==> config.mk <==
export PLATFORM = sky130hd
export DESIGN_NAME = spi_master
export DESIGN_NICKNAME = d
export VERILOG_FILES = /design/src/rtl/spi_master_pkg.sv /design/src/rtl/spi_master_clk_div.sv /design/src/rtl/spi_master.sv
export SDC_FILE = /design/constraint.sdc
export NUM_CORES = 1
export LEC_CHECK = 0
export ABC_CLOCK_PERIOD_IN_PS = 2120
export CORE_AREA = 2 2 90 49
export DETAILED_ROUTE_END_ITERATION = 8
export DIE_AREA = 0 0 92 51
export PLACE_DENSITY = 0.69
export SLEW_MARGIN = 20
export SYNTH_ARGS = -nofsm -noshare
export SYNTH_HDL_FRONTEND = slang
export SYNTH_SLANG_ARGS = --single-unit
export TNS_END_PERCENT = 10
==> constraint.sdc <==
create_clock -name clk -period 2.12 [get_ports clk]
set_clock_uncertainty 0.1 [all_clocks]
set_input_delay 0.212 -clock clk [delete_from_list [all_inputs] [get_ports clk]]
set_output_delay 0.212 -clock clk [all_outputs]
set_load 0.1 [all_outputs]
==> src/rtl/spi_master_pkg.sv <==
// Shared definitions for the SPI mode-0 master: FSM state encoding and default frame/divider sizes.
package spi_master_pkg;

    // Default frame length; the matching spi_slave uses the same default.
    localparam int unsigned SPI_WIDTH  = 8;
    // Default number of clk cycles per sclk half-period.
    localparam int unsigned SPI_CLKDIV = 4;

    // Frame sequencing states.
    typedef enum logic [1:0] {
        ST_IDLE  = 2'd0,
        ST_SETUP = 2'd1,
        ST_SHIFT = 2'd2,
        ST_HOLD  = 2'd3
    } spi_state_e;

    // Bit counter width: one spare bit so the counter never wraps within a frame.
    function automatic int unsigned bit_cnt_width(input int unsigned width);
        return $clog2(width) + 1;
    endfunction

endpackage

==> src/rtl/spi_master_clk_div.sv <==
// Phase timer for the SPI master: counts 0..CLKDIV-1 while enabled and flags the
// last count of each phase so the FSM can move sclk on the following edge.
module spi_master_clk_div #(
    parameter int unsigned CLKDIV = 4
) (
    input  logic clk,
    input  logic rst,
    input  logic i_en,
    output logic o_tick_c
);

    localparam int unsigned CW = (CLKDIV > 1) ? $clog2(CLKDIV) : 1;

    logic [CW-1:0] r_cnt;

    assign o_tick_c = i_en && (r_cnt == CW'(CLKDIV - 1));

    // Phase counter: held at zero while disabled, wraps to zero on each tick.
    always_ff @(posedge clk or negedge rst) begin
        if (!rst) begin
            r_cnt <= '0;
        end else if (!i_en || o_tick_c) begin
            r_cnt <= '0;
        end else begin
            r_cnt <= r_cnt + CW'(1);
        end
    end

endmodule

==> src/rtl/spi_master.sv <==
// SPI mode-0 master (CPOL=0, CPHA=0): one WIDTH-bit frame per accepted start.
// Build option: SPI_MASTER_LSB_FIRST_EN selects LSB-first frames (default MSB first);
// timing is identical in both builds.
module spi_master
    import spi_master_pkg::*;
#(
    parameter int unsigned WIDTH  = SPI_WIDTH,
    parameter int unsigned CLKDIV = SPI_CLKDIV
) (
    input  logic             clk,
    input  logic             rst,
    input  logic             start,
    input  logic [WIDTH-1:0] tx_data,
    output logic [WIDTH-1:0] rx_data,
    output logic             busy,
    output logic             done,
    output logic             sclk,
    output logic             mosi,
    input  logic             miso,
    output logic             ss
);

    localparam int unsigned BW = bit_cnt_width(WIDTH);

    spi_state_e       r_state;
    logic [WIDTH-1:0] r_tx_sh;
    logic [WIDTH-1:0] r_rx_sh;
    logic [WIDTH-1:0] r_rx_data;
    logic [BW-1:0]    r_bit_cnt;
    logic             r_busy;
    logic             r_done;
    logic             r_sclk;
    logic             r_ss;

    logic             w_tick;
    logic [WIDTH-1:0] w_tx_next;
    logic [WIDTH-1:0] w_rx_next;
    logic             w_mosi;

    // Phase timer runs only while a frame is in flight.
    spi_master_clk_div #(
        .CLKDIV (CLKDIV)
    ) u_clk_div (
        .clk      (clk),
        .rst      (rst),
        .i_en     (r_busy),
        .o_tick_c (w_tick)
    );

`ifdef SPI_MASTER_LSB_FIRST_EN
    // LSB first: bit0 leaves first, first sampled bit ends up in bit0.
    assign w_tx_next = {1'b0, r_tx_sh[WIDTH-1:1]};
    assign w_rx_next = {miso, r_rx_sh[WIDTH-1:1]};
    assign w_mosi    = r_tx_sh[0];
`else
    // MSB first: top bit leaves first, first sampled bit ends up in the MSB.
    assign w_tx_next = {r_tx_sh[WIDTH-2:0], 1'b0};
    assign w_rx_next = {r_rx_sh[WIDTH-2:0], miso};
    assign w_mosi    = r_tx_sh[WIDTH-1];
`endif

    // mosi is taken straight from a shift-register flop, so it stays registered
    // and holds the last bit until the next frame reloads the register.
    assign mosi    = w_mosi;
    assign sclk    = r_sclk;
    assign ss      = r_ss;
    assign busy    = r_busy;
    assign done    = r_done;
    assign rx_data = r_rx_data;

    // Frame sequencer: sclk toggles and bits advance only on phase-timer ticks.
    always_ff @(posedge clk or negedge rst) begin
        if (!rst) begin
            r_state   <= ST_IDLE;
            r_tx_sh   <= '0;
            r_rx_sh   <= '0;
            r_rx_data <= '0;
            r_bit_cnt <= '0;
            r_busy    <= 1'b0;
            r_done    <= 1'b0;
            r_sclk    <= 1'b0;
            r_ss      <= 1'b1;
        end else begin
            r_done <= 1'b0;
            case (r_state)
                ST_IDLE: begin
                    if (start) begin
                        r_tx_sh   <= tx_data;
                        r_rx_sh   <= '0;
                        r_bit_cnt <= '0;
                        r_ss      <= 1'b0;
                        r_busy    <= 1'b1;
                        r_state   <= ST_SETUP;
                    end
                end
                ST_SETUP: begin
                    // First rising edge: sample the first miso bit.
                    if (w_tick) begin
                        r_sclk  <= 1'b1;
                        r_rx_sh <= w_rx_next;
                        r_state <= ST_SHIFT;
                    end
                end
                ST_SHIFT: begin
                    if (w_tick) begin
                        if (r_sclk) begin
                            // Falling edge: advance mosi unless this was the last bit.
                            r_sclk <= 1'b0;
                            if (r_bit_cnt == BW'(WIDTH - 1)) begin
                                r_state <= ST_HOLD;
                            end else begin
                                r_bit_cnt <= r_bit_cnt + BW'(1);
                                r_tx_sh   <= w_tx_next;
                            end
                        end else begin
                            // Rising edge: capture miso.
                            r_sclk  <= 1'b1;
                            r_rx_sh <= w_rx_next;
                        end
                    end
                end
                ST_HOLD: begin
                    // ss held low for one more phase, then the frame completes.
                    if (w_tick) begin
                        r_ss      <= 1'b1;
                        r_busy    <= 1'b0;
                        r_done    <= 1'b1;
                        r_rx_data <= r_rx_sh;
                        r_state   <= ST_IDLE;
                    end
                end
                default: begin
                    r_state <= ST_IDLE;
                end
            endcase
        end
    end

endmodule

==> results of run 1 <==
[area by class of cell]
cell class	instances	area [um2]	area share [%]
inverter	6	22.5	1.04
multi-input combinational	107	751	34.7
timing repair buffer	30	253	11.7
clock inverter	3	90.1	4.17
clock buffer	5	68.8	3.18
tap	57	71.3	3.30
sequential	36	905	41.9
[flip-flops by register name (all words and copies together), names as in the netlist]
signal           flops
busy                 1
done                 1
r_bit_cnt            4
r_rx_sh              8
r_state              2
r_tx_sh              8
rx_data              8
sclk                 1
ss                   1
u_clk_div.r_cnt      2
[layer usage]
layer | global-route usage (%) | vias up | wire [um]
met4 | 3.98 | 0 | 14
li1 | - | 610 | -
met5 | 0 | - | 0
met2 | 27.1 | 22 | 1630
met3 | 4.57 | 2 | 124
met1 | 21.7 | 634 | 1670
[path summary, 6_finish.rpt]
| path | startpoint | to | slack (ns) | cells after the start |
|---|---|---|---|---|
| max in group asynchronous | rst | sclk | 1.31 | 2 |
| min | rst | rx_data[6] | 0.26 | 2 |
| min in group clk | u_clk_div.r_cnt[0] | u_clk_div.r_cnt[0] | 0.34 | 1 |
| max reg2reg | r_state[1] | r_tx_sh[7] | 0.08 | 7 |
| max | r_state[1] | r_tx_sh[7] | 0.08 | 7 |
| min reg2reg | u_clk_div.r_cnt[0] | u_clk_div.r_cnt[0] | 0.34 | 1 |
[cell families after synthesis]
family,share of synthesized area [%]
compound gates,15.6
fa+ha+maj,6.70
buf+inv,2.53
flops,53.7
mux,10.2
simple gates,11.2
[worst reg2reg max path: cells and delay by family, from the launching register on]
family | cells | cell delay (ns)
and+or+nand+nor | 2 | 0.49
DFF | 1 | 0.47
buffers and inverters | 2 | 0.32
AOI/OAI and AO/OA | 2 | 0.32
adders and majority gates | 1 | 0.25
[repair_timing]
action                     4_1_cts  5_1_grt
gates resized for setup          0        4
buffers inserted                 0        0
setup endpoints to repair        0       10
[stage by stage]
step,utilization [%],std cells,hold slack (ns),setup WS (ns)
4_1_cts,53.1,244,0.292,0.0151
6_report,53.5,244,0.262,0.0849
5_1_grt,53.5,244,0.314,0.000929
3_3_place_gp,49.2,236,0.326,0.147
3_5_place_dp,49.2,236,0.330,0.0382
2_1_floorplan,-,154,-0.184,0.134
[synth_stat cells, types with 2 or more instances]
cell	n
a21oi_1	6
nor2_1	2
dfrtp_1	35
nor2b_1	2
ha_1	9
clkbuf_1	3
mux2i_1	7
inv_1	6
mux2_2	9
a21o_1	2
o21ai_0	26
nor3_1	2
o211ai_1	2
nand2_1	23
==> results.ini, run 1 <==
[run_status]
status=complete, no violations

[cells_and_area]
nNetsFinal=207
final_cell_mix=dfrtp_1, o21ai_0, nand2_1, buf_4, clkdlybuf4s50_1
nFillCells=352
diodes=0
mostFrequentLayoutCell=dfrtp_1
drive_above_1_share_pct=24.1
areaGrowthSynthToFinish_pct=28.6
fin_area_um2=2160

[die]
initial_core_util_pct=41.6
dieWidth_um=92
io_pins=25
core-area_um2=4040
fp.dieH_um=51
die_area_um2=4690
num_rows=17

[place]
gp_congestion=0.783
dpl_cell_area_um2=1990
dp_hpwl_um=2510
io_buffers=24

[run]
cap_violations=0

[sta]
rsz0062_at_grt=false
max_clock_freq_mhz=491
fin_crit_ns=2.04
setup_tns_ns=0
relSlewSlack_pct=69.8
worst_pin_slew_ns=0.453
slew_violations=0
final_hold_viol_count=0
finalCritPeriodShare_pct=96.0
final-setup-viol-count=0

[drt]
vias=1268
postRouteAntennaNets=0
drc_errors=0
routed_wl_um=3430
via_per_inst=5.20
wl_per_cell_um=14.1
drtIter0Drc=66
drtPass1Iterations=4

[clocking]
holdBufCountCts=0
ctsRootBufferMaster=clkbuf_8
htreeDepth=2
cts.clk_slew.worst_paths_ns=0.07
ctsLongestPathBuffers=2
cts_buffers=5
cts_tree=built
cts.sinks=36
clkLatencyLatePin_ns=0.28

[global_route]
antenna_found_initial=0
grt_max_degree=37
grt_overflow=0
grt_usage_pct=16.4
grt_pass1_wl_um=6020
grt_pass1_vias=1312

[worst_hold_path]
hp-class=input port to asynchronous set/reset pin

[synth]
yosys_warnings=0
syn_inst=154
synthesis.nets=175
synth_top_area_cell=dfrtp_1
synth_cell_types=34
synth_area_per_cell_um2=10.9
yosys_register_bits=36
yosys.area.top_type_share_pct=52.1
synthTopCellsByArea=dfrtp_1, o21ai_0, ha_1
synth_flop_cell=dfrtp_1
synthArstFlopShare_pct=100
synthesis.area_um2=1680
ys_seq_area_share_pct=53.7
synth_edf_count=0

[worst_setup_path]
crit_buf_inv=2
slowest_delay_ns=0.47
cp.required_ns=2.21
crit_chain=inv_1 -> ha_2 -> nor2b_1 -> a21oi_2 -> or2_1 -> buf_4 -> o21ai_0
cpLargestDelayFamily=simple AND/OR/NAND/NOR gates
cp-end-kind=flop
cpMaxStageDelayCell=dfrtp_1
crit_fanout=8
arrival_ns=2.13
start_kind=flop
crit_type=flop to flop

Power of run 1 is left out: the tool's default activity adds up to more than one toggle a clock period on the data nets, which glitch-free logic cannot reach.
==> run 2: changes to the inputs <==
- ABC_CLOCK_PERIOD_IN_PS: 2120 -> 2000
- PLACE_DENSITY: 0.69 -> 0.66
- clock period: 2.12 -> 2 ns (I/O delays scaled with it)
==> results.ini, run 2 (synthesis results as in run 1) <==
[run_status]
status=complete, no violations

[drt]
postRouteAntennaNets=0  ; unchanged
routed_wl_um=3350  ; -2.4%
drtIter0Drc=60  ; -9.1%
via_per_inst=5.00  ; -3.8%
drtPass1Iterations=6  ; +2
wl_per_cell_um=13.6  ; -3.6%
vias=1235  ; -2.6%
drc_errors=0  ; unchanged

[run]
cap_violations=0  ; unchanged

[worst_setup_path]
reg2reg_setup_slack_ns=0.07  ; -0.02 ns
cp.required_ns=2.07  ; -0.14 ns
crit_type=flop to flop
cp-end-kind=flop
start_kind=flop
crit_fanout=9  ; +1
arrival_ns=2.00  ; -0.13 ns

[cells_and_area]
mostFrequentLayoutCell=dfrtp_1
final_cell_mix=dfrtp_1, o21ai_0, nand2_1, buf_4, clkdlybuf4s50_1
nFillCells=352  ; unchanged
post-route-util_pct=53.0  ; -0.50 points
nNetsFinal=210  ; +1.4%
drive_above_1_share_pct=26.3  ; +2.3 points
diodes=0  ; unchanged
areaGrowthSynthToFinish_pct=27.4

[clocking]
cts_resized=0  ; unchanged
cts_setup_buffers=0  ; unchanged
cts_tree=built
cts.clk_slew.worst_paths_ns=0.07  ; about the same
holdBufCountCts=0  ; unchanged
ctsLongestPathBuffers=2  ; unchanged
clkLatencyLatePin_ns=0.28  ; about the same
htreeDepth=2  ; unchanged
cts.sinks=36  ; unchanged
cts_buffers=5  ; unchanged
ctsRootBufferMaster=clkbuf_8

[sta]
rsz0062_at_grt=true
final_hold_viol_count=0  ; unchanged
max_clock_freq_mhz=517  ; +5.2%
final-setup-viol-count=0  ; unchanged
fin_crit_ns=1.93  ; -0.101 ns
relSlewSlack_pct=70.4  ; +0.61 points
whs_ns=0.218  ; -0.0439 ns
finalCritPeriodShare_pct=96.7  ; +0.71 points
worst_pin_slew_ns=0.443  ; -0.0102 ns
slew_violations=0  ; unchanged
setup_ws_ns=0.0659  ; -0.0190 ns

[die]
fp.dieH_um=51  ; unchanged
dieWidth_um=92  ; unchanged
num_rows=17  ; unchanged
io_pins=25  ; unchanged
die_area_um2=4690  ; unchanged
initial_core_util_pct=41.6  ; unchanged
core-area_um2=4040  ; unchanged

[global_route]
grt_overflow=0  ; unchanged
grt_max_degree=37  ; unchanged
grt_usage_pct=15.9  ; -0.50 points
grt_pass1_vias=1243  ; -5.3%
grt_pass1_wl_um=5810  ; -3.4%
antenna_found_initial=0  ; unchanged

[place]
gp_congestion=0.766  ; -2.1%
dp_hpwl_um=2490  ; -1.1%
io_buffers=24  ; unchanged
place_ws_ns=0.0321  ; -0.00606 ns

[worst_hold_path]
hp-class=input port to asynchronous set/reset pin

-- run 2: changes by cell type in the layout (fill, tap and decap cells not counted), sizes merged --
| cell | delta |
|---|---|
| bufinv | -3 |
| clkbuf | +3 |
| buf | +3 |
-- run 2: through the flow --
step | TNS [ns] | cell area (um2) | std cells
2_1_floorplan | 0 | 1680 | 154
3_3_place_gp | 0 | 2020 | 239
3_5_place_dp | 0 | 2020 | 239
4_1_cts | 0 | 2120 | 247
5_1_grt | -0.364 | 2140 | 247
6_report | 0 | 2140 | 247
-- run 2: worst paths after layout --
kind | startpoint | to | depth (start not counted)
hold / removal | rst | r_rx_sh[7] | 2
setup / recovery | u_clk_div.r_cnt[0] | rx_data[4] | 4
setup reg to reg | u_clk_div.r_cnt[0] | rx_data[4] | 4
min in group clk | u_clk_div.r_cnt[0] | u_clk_div.r_cnt[0] | 1
hold reg to reg | u_clk_div.r_cnt[0] | u_clk_div.r_cnt[0] | 1
max in group asynchronous | rst | r_state[1] | 2
-- run 2: critical path, stage by stage (launching register included) --
cell     delay (ns)
dfrtp_1        0.39
ha_1           0.28
and2_0         0.27
nand2_1        0.39
mux2_2         0.39
-- run 2: metal layers --
metal	vias to the layer above	routed length, um	track usage [%]
met5	-	0	0
met4	0	31	4.98
met3	4	106	5.16
met2	14	1510	24.4
met1	602	1700	21.6
li1	615	-	-
-- run 2: layout make-up --
class	count	area, um2	share of cell area [%]
Sequential cell	36	906	42.3
Multi-Input combinational cell	107	753	35.2
Timing Repair Buffer	33	288	13.4
Clock buffer	8	100	4.68
Tap cell	57	71.3	3.33
Inverter	6	22.5	1.05
Power of run 2 is left out for the same reason.
